### src/rtl/exposure_sequencer_pkg.sv
// Shared constants for the exposure sequencer: register map, CTRL bit
// positions, counter widths and the FSM state type (encoding is visible
// to the host as STATUS[1:0]).
package exposure_sequencer_pkg;

  localparam int unsigned EXP_WIDTH = 24;
  localparam int unsigned PRE_WIDTH = 8;
  localparam logic [7:0]  ID_VALUE  = 8'h12;

  // Register addresses (only addr[2:0] is decoded)
  localparam logic [2:0] ADDR_CTRL      = 3'd0;
  localparam logic [2:0] ADDR_STATUS    = 3'd1;
  localparam logic [2:0] ADDR_EXP0      = 3'd2;
  localparam logic [2:0] ADDR_EXP1      = 3'd3;
  localparam logic [2:0] ADDR_EXP2      = 3'd4;
  localparam logic [2:0] ADDR_PRESCALE  = 3'd5;
  localparam logic [2:0] ADDR_FRAME_CNT = 3'd6;
  localparam logic [2:0] ADDR_ID        = 3'd7;

  // CTRL write bits
  localparam int unsigned CTRL_START   = 0;
  localparam int unsigned CTRL_ABORT   = 1;
  localparam int unsigned CTRL_CLR_ERR = 2;

  typedef enum logic [1:0] {
    ST_IDLE    = 2'd0,
    ST_EXPOSE  = 2'd1,
    ST_RO_REQ  = 2'd2,
    ST_RO_WAIT = 2'd3
  } state_e;

endpackage

### src/rtl/exposure_timer.sv
// Exposure timer: prescaler plus exposure-tick down-counter.
// Ports:
//   clk, rst          clock, synchronous active-high reset
//   load_i            capture exp_time_i / prescale_i and restart counting
//   enable_i          count while high
//   abort_i           clear counters (highest priority)
//   exp_time_i        number of prescaled ticks in the exposure
//   prescale_i        tick period minus one, in clk cycles
//   last_tick_c_o     combinational: this cycle ends the final tick
module exposure_timer
  import exposure_sequencer_pkg::*;
(
  input  logic                 clk,
  input  logic                 rst,
  input  logic                 load_i,
  input  logic                 enable_i,
  input  logic                 abort_i,
  input  logic [EXP_WIDTH-1:0] exp_time_i,
  input  logic [PRE_WIDTH-1:0] prescale_i,
  output logic                 last_tick_c_o
);

  logic [PRE_WIDTH-1:0] prescale_q, prescale_d;
  logic [PRE_WIDTH-1:0] pre_cnt_q, pre_cnt_d;
  logic [EXP_WIDTH-1:0] tick_cnt_q, tick_cnt_d;

  // Next-state: prescaler counts PRESCALE..0, each wrap consumes one tick
  always_comb begin
    prescale_d = prescale_q;
    pre_cnt_d  = pre_cnt_q;
    tick_cnt_d = tick_cnt_q;
    if (abort_i) begin
      pre_cnt_d  = '0;
      tick_cnt_d = '0;
    end else if (load_i) begin
      prescale_d = prescale_i;
      pre_cnt_d  = prescale_i;
      tick_cnt_d = exp_time_i;
    end else if (enable_i && (tick_cnt_q != '0)) begin
      if (pre_cnt_q == '0) begin
        pre_cnt_d  = prescale_q;
        tick_cnt_d = tick_cnt_q - EXP_WIDTH'(1);
      end else begin
        pre_cnt_d = pre_cnt_q - PRE_WIDTH'(1);
      end
    end
  end

  always_ff @(posedge clk) begin
    if (rst) begin
      prescale_q <= '0;
      pre_cnt_q  <= '0;
      tick_cnt_q <= '0;
    end else begin
      prescale_q <= prescale_d;
      pre_cnt_q  <= pre_cnt_d;
      tick_cnt_q <= tick_cnt_d;
    end
  end

  // Final clk cycle of the final tick: lets the FSM drop expose on this edge
  assign last_tick_c_o = enable_i && (pre_cnt_q == '0) && (tick_cnt_q == EXP_WIDTH'(1));

endmodule

### src/rtl/exposure_sequencer.sv
// Exposure sequencer: host register file behind the SPI slave plus a
// one-frame-per-START sequencer (expose, readout request, completion).
// Ports:
//   clk, rst                    clock, synchronous active-high reset
//   addr, write_data            register address / write payload
//   write_data_flag             level strobe, rising edge = write
//   read_data_flag              level strobe, rising edge = read
//   read_data                   registered read result
//   sensor_expose               high during the exposure window
//   readout_start               one-cycle readout request
//   readout_busy, readout_done  readout datapath handshake
//   frame_ready                 sticky frame-complete flag (STATUS[2])
module exposure_sequencer
  import exposure_sequencer_pkg::*;
(
  input  logic       clk,
  input  logic       rst,
  input  logic [7:0] addr,
  input  logic [7:0] write_data,
  input  logic       write_data_flag,
  input  logic       read_data_flag,
  output logic [7:0] read_data,
  output logic       sensor_expose,
  output logic       readout_start,
  input  logic       readout_busy,
  input  logic       readout_done,
  output logic       frame_ready
);

  state_e               state_q;
  logic                 wr_prev_q, rd_prev_q;
  logic [7:0]           read_data_q;
  logic [EXP_WIDTH-1:0] exp_time_q;
  logic [PRE_WIDTH-1:0] prescale_q;
  logic [7:0]           frame_cnt_q;
  logic                 frame_ready_q, overrun_q;
  logic                 expose_q, ro_start_q;

  logic       wr_edge_c, rd_edge_c, ctrl_wr_c;
  logic       start_c, abort_c, clr_err_c;
  logic [7:0] rd_mux_c;
  logic       last_tick_c;
  logic       unused_addr_bits;

  assign unused_addr_bits = ^addr[7:3];

  // Strobe edge detect and CTRL / read decode
  always_comb begin
    wr_edge_c = write_data_flag & ~wr_prev_q;
    rd_edge_c = read_data_flag & ~rd_prev_q;
    ctrl_wr_c = wr_edge_c && (addr[2:0] == ADDR_CTRL);
    abort_c   = ctrl_wr_c && write_data[CTRL_ABORT];
    // ABORT in the same write suppresses START
    start_c   = ctrl_wr_c && write_data[CTRL_START] && !write_data[CTRL_ABORT];
    clr_err_c = ctrl_wr_c && write_data[CTRL_CLR_ERR];
    rd_mux_c  = 8'h00;
    case (addr[2:0])
      ADDR_STATUS:    rd_mux_c = {4'b0000, overrun_q, frame_ready_q, state_q};
      ADDR_EXP0:      rd_mux_c = exp_time_q[7:0];
      ADDR_EXP1:      rd_mux_c = exp_time_q[15:8];
      ADDR_EXP2:      rd_mux_c = exp_time_q[23:16];
      ADDR_PRESCALE:  rd_mux_c = prescale_q;
      ADDR_FRAME_CNT: rd_mux_c = frame_cnt_q;
      ADDR_ID:        rd_mux_c = ID_VALUE;
      default:        rd_mux_c = 8'h00;
    endcase
  end

  exposure_timer u_timer (
    .clk          (clk),
    .rst          (rst),
    .load_i       (start_c && (state_q == ST_IDLE)),
    .enable_i     (state_q == ST_EXPOSE),
    .abort_i      (abort_c),
    .exp_time_i   (exp_time_q),
    .prescale_i   (prescale_q),
    .last_tick_c_o(last_tick_c)
  );

  // Register file, status flags and frame FSM
  always_ff @(posedge clk) begin
    if (rst) begin
      state_q       <= ST_IDLE;
      wr_prev_q     <= 1'b0;
      rd_prev_q     <= 1'b0;
      read_data_q   <= 8'h00;
      exp_time_q    <= '0;
      prescale_q    <= '0;
      frame_cnt_q   <= 8'h00;
      frame_ready_q <= 1'b0;
      overrun_q     <= 1'b0;
      expose_q      <= 1'b0;
      ro_start_q    <= 1'b0;
    end else begin
      wr_prev_q  <= write_data_flag;
      rd_prev_q  <= read_data_flag;
      ro_start_q <= 1'b0;

      if (wr_edge_c) begin
        case (addr[2:0])
          ADDR_EXP0:     exp_time_q[7:0]   <= write_data;
          ADDR_EXP1:     exp_time_q[15:8]  <= write_data;
          ADDR_EXP2:     exp_time_q[23:16] <= write_data;
          ADDR_PRESCALE: prescale_q        <= write_data;
          default:       ;
        endcase
      end

      if (rd_edge_c) begin
        read_data_q <= rd_mux_c;
        if (addr[2:0] == ADDR_STATUS) frame_ready_q <= 1'b0;
      end

      if (clr_err_c) overrun_q <= 1'b0;
      if (start_c && (state_q != ST_IDLE)) overrun_q <= 1'b1;

      // Later assignment to frame_ready_q lets readout_done win over a STATUS read
      if (abort_c) begin
        state_q  <= ST_IDLE;
        expose_q <= 1'b0;
      end else begin
        case (state_q)
          ST_IDLE: begin
            if (start_c) begin
              if (exp_time_q != '0) begin
                state_q  <= ST_EXPOSE;
                expose_q <= 1'b1;
              end else begin
                state_q <= ST_RO_REQ;
              end
            end
          end
          ST_EXPOSE: begin
            if (last_tick_c) begin
              state_q  <= ST_RO_REQ;
              expose_q <= 1'b0;
            end
          end
          ST_RO_REQ: begin
            if (!readout_busy) begin
              ro_start_q <= 1'b1;
              state_q    <= ST_RO_WAIT;
            end
          end
          ST_RO_WAIT: begin
            if (readout_done) begin
              frame_cnt_q   <= frame_cnt_q + 8'd1;
              frame_ready_q <= 1'b1;
              state_q       <= ST_IDLE;
            end
          end
          default: state_q <= ST_IDLE;
        endcase
      end
    end
  end

  assign read_data     = read_data_q;
  assign sensor_expose = expose_q;
  assign readout_start = ro_start_q;
  assign frame_ready   = frame_ready_q;

endmodule

### config.mk
export PLATFORM = sky130hd
export DESIGN_NAME = exposure_sequencer
export DESIGN_NICKNAME = d
export VERILOG_FILES = /design/src/rtl/exposure_sequencer_pkg.sv /design/src/rtl/exposure_timer.sv /design/src/rtl/exposure_sequencer.sv
export SDC_FILE = /design/constraint.sdc
export NUM_CORES = 1
export LEC_CHECK = 0
export CAP_MARGIN = 30
export CELL_PAD_IN_SITES_DETAIL_PLACEMENT = 1
export CELL_PAD_IN_SITES_GLOBAL_PLACEMENT = 1
export CORE_ASPECT_RATIO = 0.5
export CORE_MARGIN = 2
export CORE_UTILIZATION = 45
export CTS_CLUSTER_DIAMETER = 30
export DETAILED_ROUTE_END_ITERATION = 8
export MAX_ROUTING_LAYER = met4
export PLACE_DENSITY_LB_ADDON = 0.1
export SLEW_MARGIN = 30
export SYNTH_ARGS = -nofsm -noshare
export SYNTH_HDL_FRONTEND = slang
export SYNTH_SLANG_ARGS = --single-unit
### constraint.sdc
create_clock -name clk -period 2.76 [get_ports clk]
set_input_delay 0.552 -clock clk [delete_from_list [all_inputs] [get_ports clk]]
set_output_delay 0.552 -clock clk [all_outputs]
set_load 0.02 [all_outputs]
==> results of run 1 <==
-- state kept, by name (all words and copies together), names as in the netlist --
| signal | flops |
|---|---|
| prescale_q | 8 |
| wr_prev_q | 1 |
| frame_ready | 1 |
| frame_cnt_q | 8 |
| state_q | 2 |
| exp_time_q | 24 |
| read_data | 8 |
| u_timer.pre_cnt_q | 8 |
| readout_start | 1 |
| overrun_q | 1 |
| rd_prev_q | 1 |
| sensor_expose | 1 |
| u_timer.tick_cnt_q | 24 |
| u_timer.prescale_q | 8 |
-- report_power, final --
part / switching, mW / total, mW / internal, mW
Clock: 0.553 / 1.46 / 0.906
Sequential: 0.149 / 1.68 / 1.53
Combinational: 1.27 / 2.11 / 0.848
-- worst max-delay path by stage --
stage	slack (ns)	endpoint	cells past startpoint	start
6_report	0.19	u_timer.tick_cnt_q[11]	7	u_timer.pre_cnt_q[2]
5_1_grt	0.03	state_q[0]	6	u_timer.tick_cnt_q[6]
4_1_cts	0.18	u_timer.tick_cnt_q[1]	7	u_timer.tick_cnt_q[6]
3_5_place_dp	0.11	state_q[0]	7	write_data_flag
3_3_place_gp	0.09	state_q[0]	7	write_data_flag
2_1_floorplan	0.47	u_timer.tick_cnt_q[1]	8	u_timer.tick_cnt_q[6]
-- cell families after synthesis --
group,Yosys count,synth area share (%)
AOI/OAI and AO/OA,134,16.6
xor gates and xnor gates,33,5.95
adders and majority gates,11,2.83
buffers and inverters,48,3.97
DFF,96,39.6
muxes,39,8.27
and+or+nand+nor,224,22.8
-- metal layers --
metal,up-vias,part of all wire (%),global-route usage [%]
li1,2145,-,-
met2,130,43,42.1
met3,10,6.2,5.35
met4,0,0.60,4.49
met1,2240,50,41.9
met5,-,0,-
-- critical path, stage by stage (launching register included) --
cell                      delay [ns]
sky130_fd_sc_hd__dfxtp_1        0.36
sky130_fd_sc_hd__or4_1          0.67
sky130_fd_sc_hd__nor4_4         0.42
sky130_fd_sc_hd__o21ai_4        0.18
sky130_fd_sc_hd__buf_4          0.20
sky130_fd_sc_hd__nor4_1         0.35
sky130_fd_sc_hd__xnor2_1        0.18
sky130_fd_sc_hd__a21oi_1        0.08
-- metrics by stage --
step | area (um^2) | power, mW | setup slack (ns) | hold WS [ns]
final | 5730 | 5.25 | 0.195 | 0.453
after detailed placement | 5390 | 3.76 | 0.109 | 0.447
after global routing | 5730 | 5.55 | 0.0340 | 0.476
after floorplan | 4860 | 3.16 | 0.466 | 0.428
after global placement | 5390 | 3.72 | 0.0860 | 0.444
after CTS | 5730 | 5.24 | 0.178 | 0.456
-- cell type report --
cell class | instances | area, um^2 | share of cell area [%]
Timing Repair Buffer | 55 | 500 | 8.73
Inverter | 13 | 48.8 | 0.851
Tap cell | 140 | 175 | 3.05
Multi-Input combinational cell | 441 | 2740 | 47.9
Clock inverter | 5 | 105 | 1.83
Clock buffer | 10 | 239 | 4.17
Sequential cell | 96 | 1920 | 33.5
-- cell usage in the layout, fill, tap and decap left out, types with 17 or more instances in the layout --
master	instances
sky130_fd_sc_hd__a21oi_1	59
sky130_fd_sc_hd__o21ai_0	31
sky130_fd_sc_hd__buf_4	26
sky130_fd_sc_hd__dfxtp_1	96
sky130_fd_sc_hd__nand2_1	56
sky130_fd_sc_hd__nor2_1	67
sky130_fd_sc_hd__nor4_1	17
sky130_fd_sc_hd__nor3_1	19
sky130_fd_sc_hd__mux2i_1	30
sky130_fd_sc_hd__xnor2_1	27
sky130_fd_sc_hd__clkdlybuf4s50_1	26
==> impl_metrics.prom, run 1 <==
# TYPE chip_impl_metric gauge
chip_impl_metric{name="place.port_buffers",unit=""} 27
chip_impl_metric{name="power_density",unit="nW/um^2"} 915
chip_impl_metric{name="setup_tns",unit="ns"} 0
chip_impl_metric{name="clkTransAtPathRegs",unit="ns"} 0.06
chip_impl_metric{name="area_growth",unit="%"} 18.0
chip_impl_metric{name="first_global_vias",unit=""} 4495
chip_impl_metric{name="worst_slew_pin_slew",unit="ns"} 0.556
chip_impl_info{name="clock-root-buffer",value="sky130_fd_sc_hd__clkbuf_16"} 1
chip_impl_metric{name="cellLeakagePower",unit="nW"} 2.17
chip_impl_info{name="r2r-start",value="u_timer.pre_cnt_q[2]"} 1
chip_impl_metric{name="detailedRoute.firstPassIterationCount",unit=""} 5
chip_impl_info{name="setup.worst_path.class",value="flop to flop"} 1
chip_impl_metric{name="r2r_slack",unit="ns"} 0.19
chip_impl_metric{name="cts_max_level",unit=""} 3
chip_impl_info{name="regToRegEndpoint",value="u_timer.tick_cnt_q[11]"} 1
chip_impl_metric{name="hold_depth",unit=""} 2
chip_impl_metric{name="final_max_slew_viol_count",unit=""} 0
chip_impl_metric{name="grt_first_pass_wirelength",unit="mm"} 25.1
chip_impl_metric{name="filler_cell_count",unit=""} 1226
chip_impl_info{name="postSynth.topFlopCell",value="sky130_fd_sc_hd__dfxtp_1"} 1
chip_impl_metric{name="diodes",unit=""} 0
chip_impl_metric{name="drive_above_1_share",unit="%"} 9.52
chip_impl_metric{name="std_cell_rows",unit=""} 26
chip_impl_metric{name="fp.dieW",unit="um"} 151
chip_impl_metric{name="grt_overflow",unit=""} 0
chip_impl_metric{name="post_synth_num_cell_types",unit=""} 53
chip_impl_info{name="post_synth_most_frequent_cells",value="96 x sky130_fd_sc_hd__dfxtp_1, 67 x sky130_fd_sc_hd__nor2_1, 59 x sky130_fd_sc_hd__a21oi_1, 56 x sky130_fd_sc_hd__nand2_1"} 1
chip_impl_info{name="synth.largest_area_cell",value="sky130_fd_sc_hd__dfxtp_1"} 1
chip_impl_metric{name="routed_via_density",unit=""} 5.95
chip_impl_metric{name="drv.max_cap_violation_count",unit=""} 0
chip_impl_metric{name="dieArea",unit="um^2"} 11700
chip_impl_metric{name="io-pin-count",unit=""} 33
chip_impl_metric{name="insertion_delay",unit="ns"} 0.35
chip_impl_metric{name="final_period_minus_worst_setup_slack",unit="ns"} 2.57
chip_impl_metric{name="setup_viol_count_final",unit=""} 0
chip_impl_metric{name="syn-instance-count",unit=""} 585
chip_impl_info{name="tritoncts",value="done"} 1
chip_impl_metric{name="synthesis.nets",unit=""} 618
chip_impl_metric{name="residual_drc_count",unit=""} 0
chip_impl_info{name="hp-start",value="u_timer.prescale_q[2]"} 1
chip_impl_metric{name="worstPathMaxFanout",unit=""} 9
chip_impl_metric{name="quantity_of_gates_resized_following_cts",unit=""} 0
chip_impl_metric{name="synth-edff-count",unit=""} 0
chip_impl_metric{name="cts.sink_count",unit=""} 96
chip_impl_metric{name="post-cts-setup-buffer-count",unit=""} 0
chip_impl_metric{name="design.final.nets",unit=""} 649
chip_impl_info{name="yosys-top-cells-area",value="sky130_fd_sc_hd__dfxtp_1 40%, sky130_fd_sc_hd__mux2i_1 6.2%, sky130_fd_sc_hd__a21oi_1 6.1%"} 1
chip_impl_metric{name="hold_violations",unit=""} 0
chip_impl_info{name="timing.critical_path.to_type",value="flop"} 1
chip_impl_info{name="type_of_origin_of_the_critical_path",value="flop"} 1
chip_impl_metric{name="synth.yosys.seq_area_share",unit="%"} 39.6
chip_impl_info{name="outcome",value="complete, no violations"} 1
chip_impl_metric{name="start_util",unit="%"} 47.0
chip_impl_metric{name="critPathArrivalTime",unit="ns"} 2.79
chip_impl_metric{name="postSynth.asyncResetShare",unit="%"} 0
chip_impl_metric{name="avgRoutedWirePerCell",unit="um"} 20.1
chip_impl_metric{name="vias_after_detailed_routing",unit=""} 4525
chip_impl_metric{name="place_inst",unit=""} 745
chip_impl_info{name="min_delay_worst_endpoint",value="u_timer.prescale_q[2]"} 1
chip_impl_metric{name="floorplan.core_area",unit="um^2"} 10300
chip_impl_metric{name="timing.critical_path.required",unit="ns"} 2.98
chip_impl_metric{name="postCtsHoldBufs",unit=""} 0
chip_impl_metric{name="groute.usage.overall",unit="%"} 28.7
chip_impl_metric{name="max-clock-path-buffers",unit=""} 2
chip_impl_metric{name="route.antenna.remaining_nets",unit=""} 0
chip_impl_info{name="yosys.cell_count.top_type",value="sky130_fd_sc_hd__dfxtp_1"} 1
chip_impl_metric{name="timing.fmax",unit="MHz"} 390
chip_impl_metric{name="route.final.wire_length",unit="mm"} 15.2
chip_impl_metric{name="finish.utilization",unit="%"} 55.4
chip_impl_metric{name="worstRegToRegCells",unit=""} 7
chip_impl_metric{name="globalplace.congestion",unit=""} 0.848
chip_impl_metric{name="final_min_period_over_clock_period",unit="%"} 92.9
chip_impl_info{name="hold_path_class",value="flop to flop"} 1
chip_impl_metric{name="yosys.area.top_type_share",unit="%"} 39.6
chip_impl_metric{name="yosys_warnings",unit=""} 0
chip_impl_metric{name="stdcell_count",unit=""} 760
chip_impl_metric{name="synth.ff_latch_count",unit=""} 96
chip_impl_metric{name="pin_count_of_the_biggest_net_entering_global_routing",unit=""} 67
chip_impl_metric{name="cts-buffers-inserted",unit=""} 9
chip_impl_metric{name="worst_slew_margin_rel",unit="%"} 62.9
chip_impl_metric{name="mapped_area",unit="um^2"} 4860
chip_impl_metric{name="die-height",unit="um"} 77.5
chip_impl_metric{name="grt_antenna_before_repair",unit=""} 0
chip_impl_metric{name="dp_hpwl",unit="mm"} 11.0
chip_impl_metric{name="timing.clock.skew",unit="ns"} 0.00691
chip_impl_metric{name="drt-initial-drc-count",unit=""} 236
chip_impl_metric{name="worst_ir_drop_vdd",unit="mV"} 0.487
chip_impl_info{name="unrepaired_setup_endpoints_after_global_routing",value="no"} 1
chip_impl_metric{name="post_synth.cell_area_avg",unit="um^2"} 8.30
Note: power is estimated with default switching activity, not from simulation.
==> run 2, diff against run 1 <==
Settings changed: GPL_TIMING_DRIVEN set to 0.
==> run 2 against run 1 <==
Against the previous run:
- die area unchanged
- cell count up 0.66%
- first-iteration DRC count down 9.3%
- power down 6.1%
- critical path type unchanged
- largest cell class unchanged
- highest routed layer unchanged
==> impl_metrics.prom, run 2 (synthesized netlist as in run 1, its figures left out) <==
# TYPE chip_impl_metric gauge
chip_impl_metric{name="seq_power_share",unit="%"} 34.1
chip_impl_metric{name="groute.usage.overall",unit="%"} 28.9
chip_impl_metric{name="drive_above_1_share",unit="%"} 6.72
chip_impl_metric{name="hold_violations",unit=""} 0
chip_impl_metric{name="route.antenna.remaining_nets",unit=""} 0
chip_impl_metric{name="floorplan.core_area",unit="um^2"} 10300
chip_impl_metric{name="postCtsHoldBufs",unit=""} 0
chip_impl_metric{name="pwr-share-comb",unit="%"} 41.7
chip_impl_info{name="clock-root-buffer",value="sky130_fd_sc_hd__clkbuf_16"} 1
chip_impl_metric{name="globalplace.congestion",unit=""} 0.888
chip_impl_metric{name="critPathArrivalTime",unit="ns"} 2.88
chip_impl_metric{name="clkTransAtPathRegs",unit="ns"} 0.07
chip_impl_metric{name="std_cell_rows",unit=""} 26
chip_impl_info{name="timing.critical_path.to_type",value="flop"} 1
chip_impl_metric{name="design.final.nets",unit=""} 653
chip_impl_metric{name="setup_tns",unit="ns"} 0
chip_impl_metric{name="insertion_delay",unit="ns"} 0.35
chip_impl_metric{name="cell_internal_pwr",unit="mW"} 2.95
chip_impl_metric{name="fp.dieW",unit="um"} 151
chip_impl_metric{name="clock_power_share",unit="%"} 24.2
chip_impl_metric{name="grt_first_pass_wirelength",unit="mm"} 24.9
chip_impl_info{name="layout_top_registers",value="exp_time_q x24, u_timer.tick_cnt_q x24"} 1
chip_impl_metric{name="timing.critical_path.depth",unit=""} 8
chip_impl_metric{name="cts_max_level",unit=""} 3
chip_impl_metric{name="timing.critical_path.required",unit="ns"} 3.03
chip_impl_metric{name="first_global_vias",unit=""} 4561
chip_impl_info{name="hold_path_class",value="flop to flop"} 1
chip_impl_metric{name="cts.sink_count",unit=""} 96
chip_impl_metric{name="cpPeakStageDelay",unit="ns"} 0.54
chip_impl_metric{name="worst_ir_drop_vdd",unit="mV"} 0.423
chip_impl_metric{name="residual_drc_count",unit=""} 0
chip_impl_metric{name="worstRegToRegCells",unit=""} 8
chip_impl_metric{name="swShare",unit="%"} 40.2
chip_impl_metric{name="total_power",unit="mW"} 4.93
chip_impl_metric{name="worst_slew_pin_slew",unit="ns"} 0.827
chip_impl_metric{name="worstPathBufferInverterCount",unit=""} 2
chip_impl_metric{name="dieArea",unit="um^2"} 11700
chip_impl_info{name="unrepaired_setup_endpoints_after_global_routing",value="no"} 1
chip_impl_metric{name="timing.clock.skew",unit="ns"} 0.0110
chip_impl_metric{name="timing.fmax",unit="MHz"} 383
chip_impl_metric{name="avgRoutedWirePerCell",unit="um"} 20.4
chip_impl_metric{name="grt_overflow",unit=""} 0
chip_impl_metric{name="worst_slew_margin_rel",unit="%"} 44.6
chip_impl_metric{name="drt-initial-drc-count",unit=""} 214
chip_impl_metric{name="grt_antenna_before_repair",unit=""} 0
chip_impl_metric{name="routed_via_density",unit=""} 5.90
chip_impl_info{name="outcome",value="complete, no violations"} 1
chip_impl_metric{name="final_critical_path_setup_slack",unit="ns"} 0.149
chip_impl_info{name="layout.cells.most_common_list",value="96 x sky130_fd_sc_hd__dfxtp_1, 67 x sky130_fd_sc_hd__nor2_1, 59 x sky130_fd_sc_hd__a21oi_1"} 1
chip_impl_metric{name="pin_count_of_the_biggest_net_entering_global_routing",unit=""} 16
chip_impl_metric{name="final_period_minus_worst_setup_slack",unit="ns"} 2.61
chip_impl_info{name="setup.worst_path.class",value="flop to flop"} 1
chip_impl_metric{name="drv.max_cap_violation_count",unit=""} 0
chip_impl_metric{name="dp_hpwl",unit="mm"} 11.5
chip_impl_metric{name="hold_depth",unit=""} 2
chip_impl_info{name="final_common_cell",value="sky130_fd_sc_hd__dfxtp_1"} 1
chip_impl_metric{name="io-pin-count",unit=""} 33
chip_impl_info{name="type_of_origin_of_the_critical_path",value="flop"} 1
chip_impl_metric{name="cellLeakagePower",unit="nW"} 2.07
chip_impl_metric{name="power_density",unit="nW/um^2"} 882
chip_impl_metric{name="filler_cell_count",unit=""} 1272
chip_impl_metric{name="r2r_slack",unit="ns"} 0.15
chip_impl_metric{name="route.final.wire_length",unit="mm"} 15.6
chip_impl_metric{name="place.port_buffers",unit=""} 24
chip_impl_metric{name="setup_viol_count_final",unit=""} 0
chip_impl_info{name="critPathTopFamily",value="simple AND/OR/NAND/NOR gates"} 1
chip_impl_metric{name="power.net_switching",unit="mW"} 1.98
chip_impl_metric{name="area_growth",unit="%"} 15.1
chip_impl_metric{name="die-height",unit="um"} 77.5
chip_impl_metric{name="worstPathMaxFanout",unit=""} 10
chip_impl_metric{name="max-clock-path-buffers",unit=""} 2
chip_impl_metric{name="final_min_period_over_clock_period",unit="%"} 94.6
chip_impl_metric{name="cts-buffers-inserted",unit=""} 9
chip_impl_info{name="crit_path_top_delay_cell",value="sky130_fd_sc_hd__or4_1"} 1
chip_impl_metric{name="detailedRoute.firstPassIterationCount",unit=""} 5
chip_impl_metric{name="final_max_slew_viol_count",unit=""} 0
chip_impl_metric{name="start_util",unit="%"} 47.0
chip_impl_info{name="tritoncts",value="done"} 1
chip_impl_info{name="timing.critical_path.cells",value="or4_1 -> buf_2 -> or4_4 -> o21ai_4 -> buf_8 -> mux2i_1 -> nand2_1 -> a21oi_1"} 1
chip_impl_metric{name="diodes",unit=""} 0
chip_impl_metric{name="vias_after_detailed_routing",unit=""} 4510
chip_impl_metric{name="pre_cts_slack",unit="ns"} -0.685
-- run 2: through the flow --
stage | std cells | util [%] | cell area [um^2] | hold slack (ns)
6_report | 765 | 54.0 | 5590 | 0.459
3_5_place_dp | 749 | 51.0 | 5270 | 0.450
5_1_grt | 765 | 54.0 | 5590 | 0.489
2_1_floorplan | 585 | - | 4860 | 0.428
4_1_cts | 765 | 53.8 | 5560 | 0.459
3_3_place_gp | 749 | 51.0 | 5270 | 0.444
-- run 2: tightest hold or removal path, delay by kind of cell, from the launching register on --
family / cells / cell delay (ns)
AOI/OAI and AO/OA: 1 / 0.05
and+or+nand+nor: 1 / 0.05
DFF: 1 / 0.31
-- run 2: layout make-up --
cell class / instances / area, um^2 / area share, %
Timing Repair Buffer: 27 / 263 / 4.70
Clock buffer: 11 / 243 / 4.34
Buffer: 32 / 135 / 2.42
Clock inverter: 5 / 32.5 / 0.582
Inverter: 13 / 48.8 / 0.873
Tap cell: 140 / 175 / 3.13
Multi-Input combinational cell: 441 / 2770 / 49.6
Sequential cell: 96 / 1920 / 34.4
-- run 2: worst paths after layout --
kind,startpoint,end
max,u_timer.tick_cnt_q[6],u_timer.tick_cnt_q[1]
min,u_timer.prescale_q[5],u_timer.prescale_q[5]
max reg2reg,u_timer.tick_cnt_q[6],u_timer.tick_cnt_q[1]
min reg2reg,u_timer.prescale_q[5],u_timer.prescale_q[5]
-- run 2: routing by layer --
metal | track usage [%] | share of wire (%) | up-vias
met4 | 5.14 | 0.89 | 0
met3 | 5.59 | 4.9 | 14
met2 | 43.5 | 44 | 95
met5 | - | 0 | -
li1 | - | - | 2158
met1 | 40.8 | 50 | 2243
-- run 2: power groups by stage --
stage               Clock (mW)  Sequential [mW]  Combinational (mW)
floorplan                    0             1.68                1.48
global placement             0             1.70                1.93
detailed placement           0             1.70                1.97
CTS                       1.21             1.68                1.99
global route              1.27             1.70                2.26
finish                    1.19             1.68                2.06
-- run 2: timing repair --
item,CTS,global route
buffers inserted,0,3
gates resized for setup,5,6
endpoints found under the setup margin,38,38
pin swaps,0,1
==> run 3, diff against run 2 <==
==> constraint.sdc (replaced) <==
create_clock -name clk -period 2.76 [get_ports clk]
set_input_delay 0.552 -clock clk [delete_from_list [all_inputs] [get_ports clk]]
set_output_delay 0.552 -clock clk [all_outputs]
set_load 0.01 [all_outputs]
==> results of run 3 <==
Same layout as run 2 (identical final DEF). Status: complete, no violations.
Main changes from that run: total power 4.93 mW -> 4.92 mW
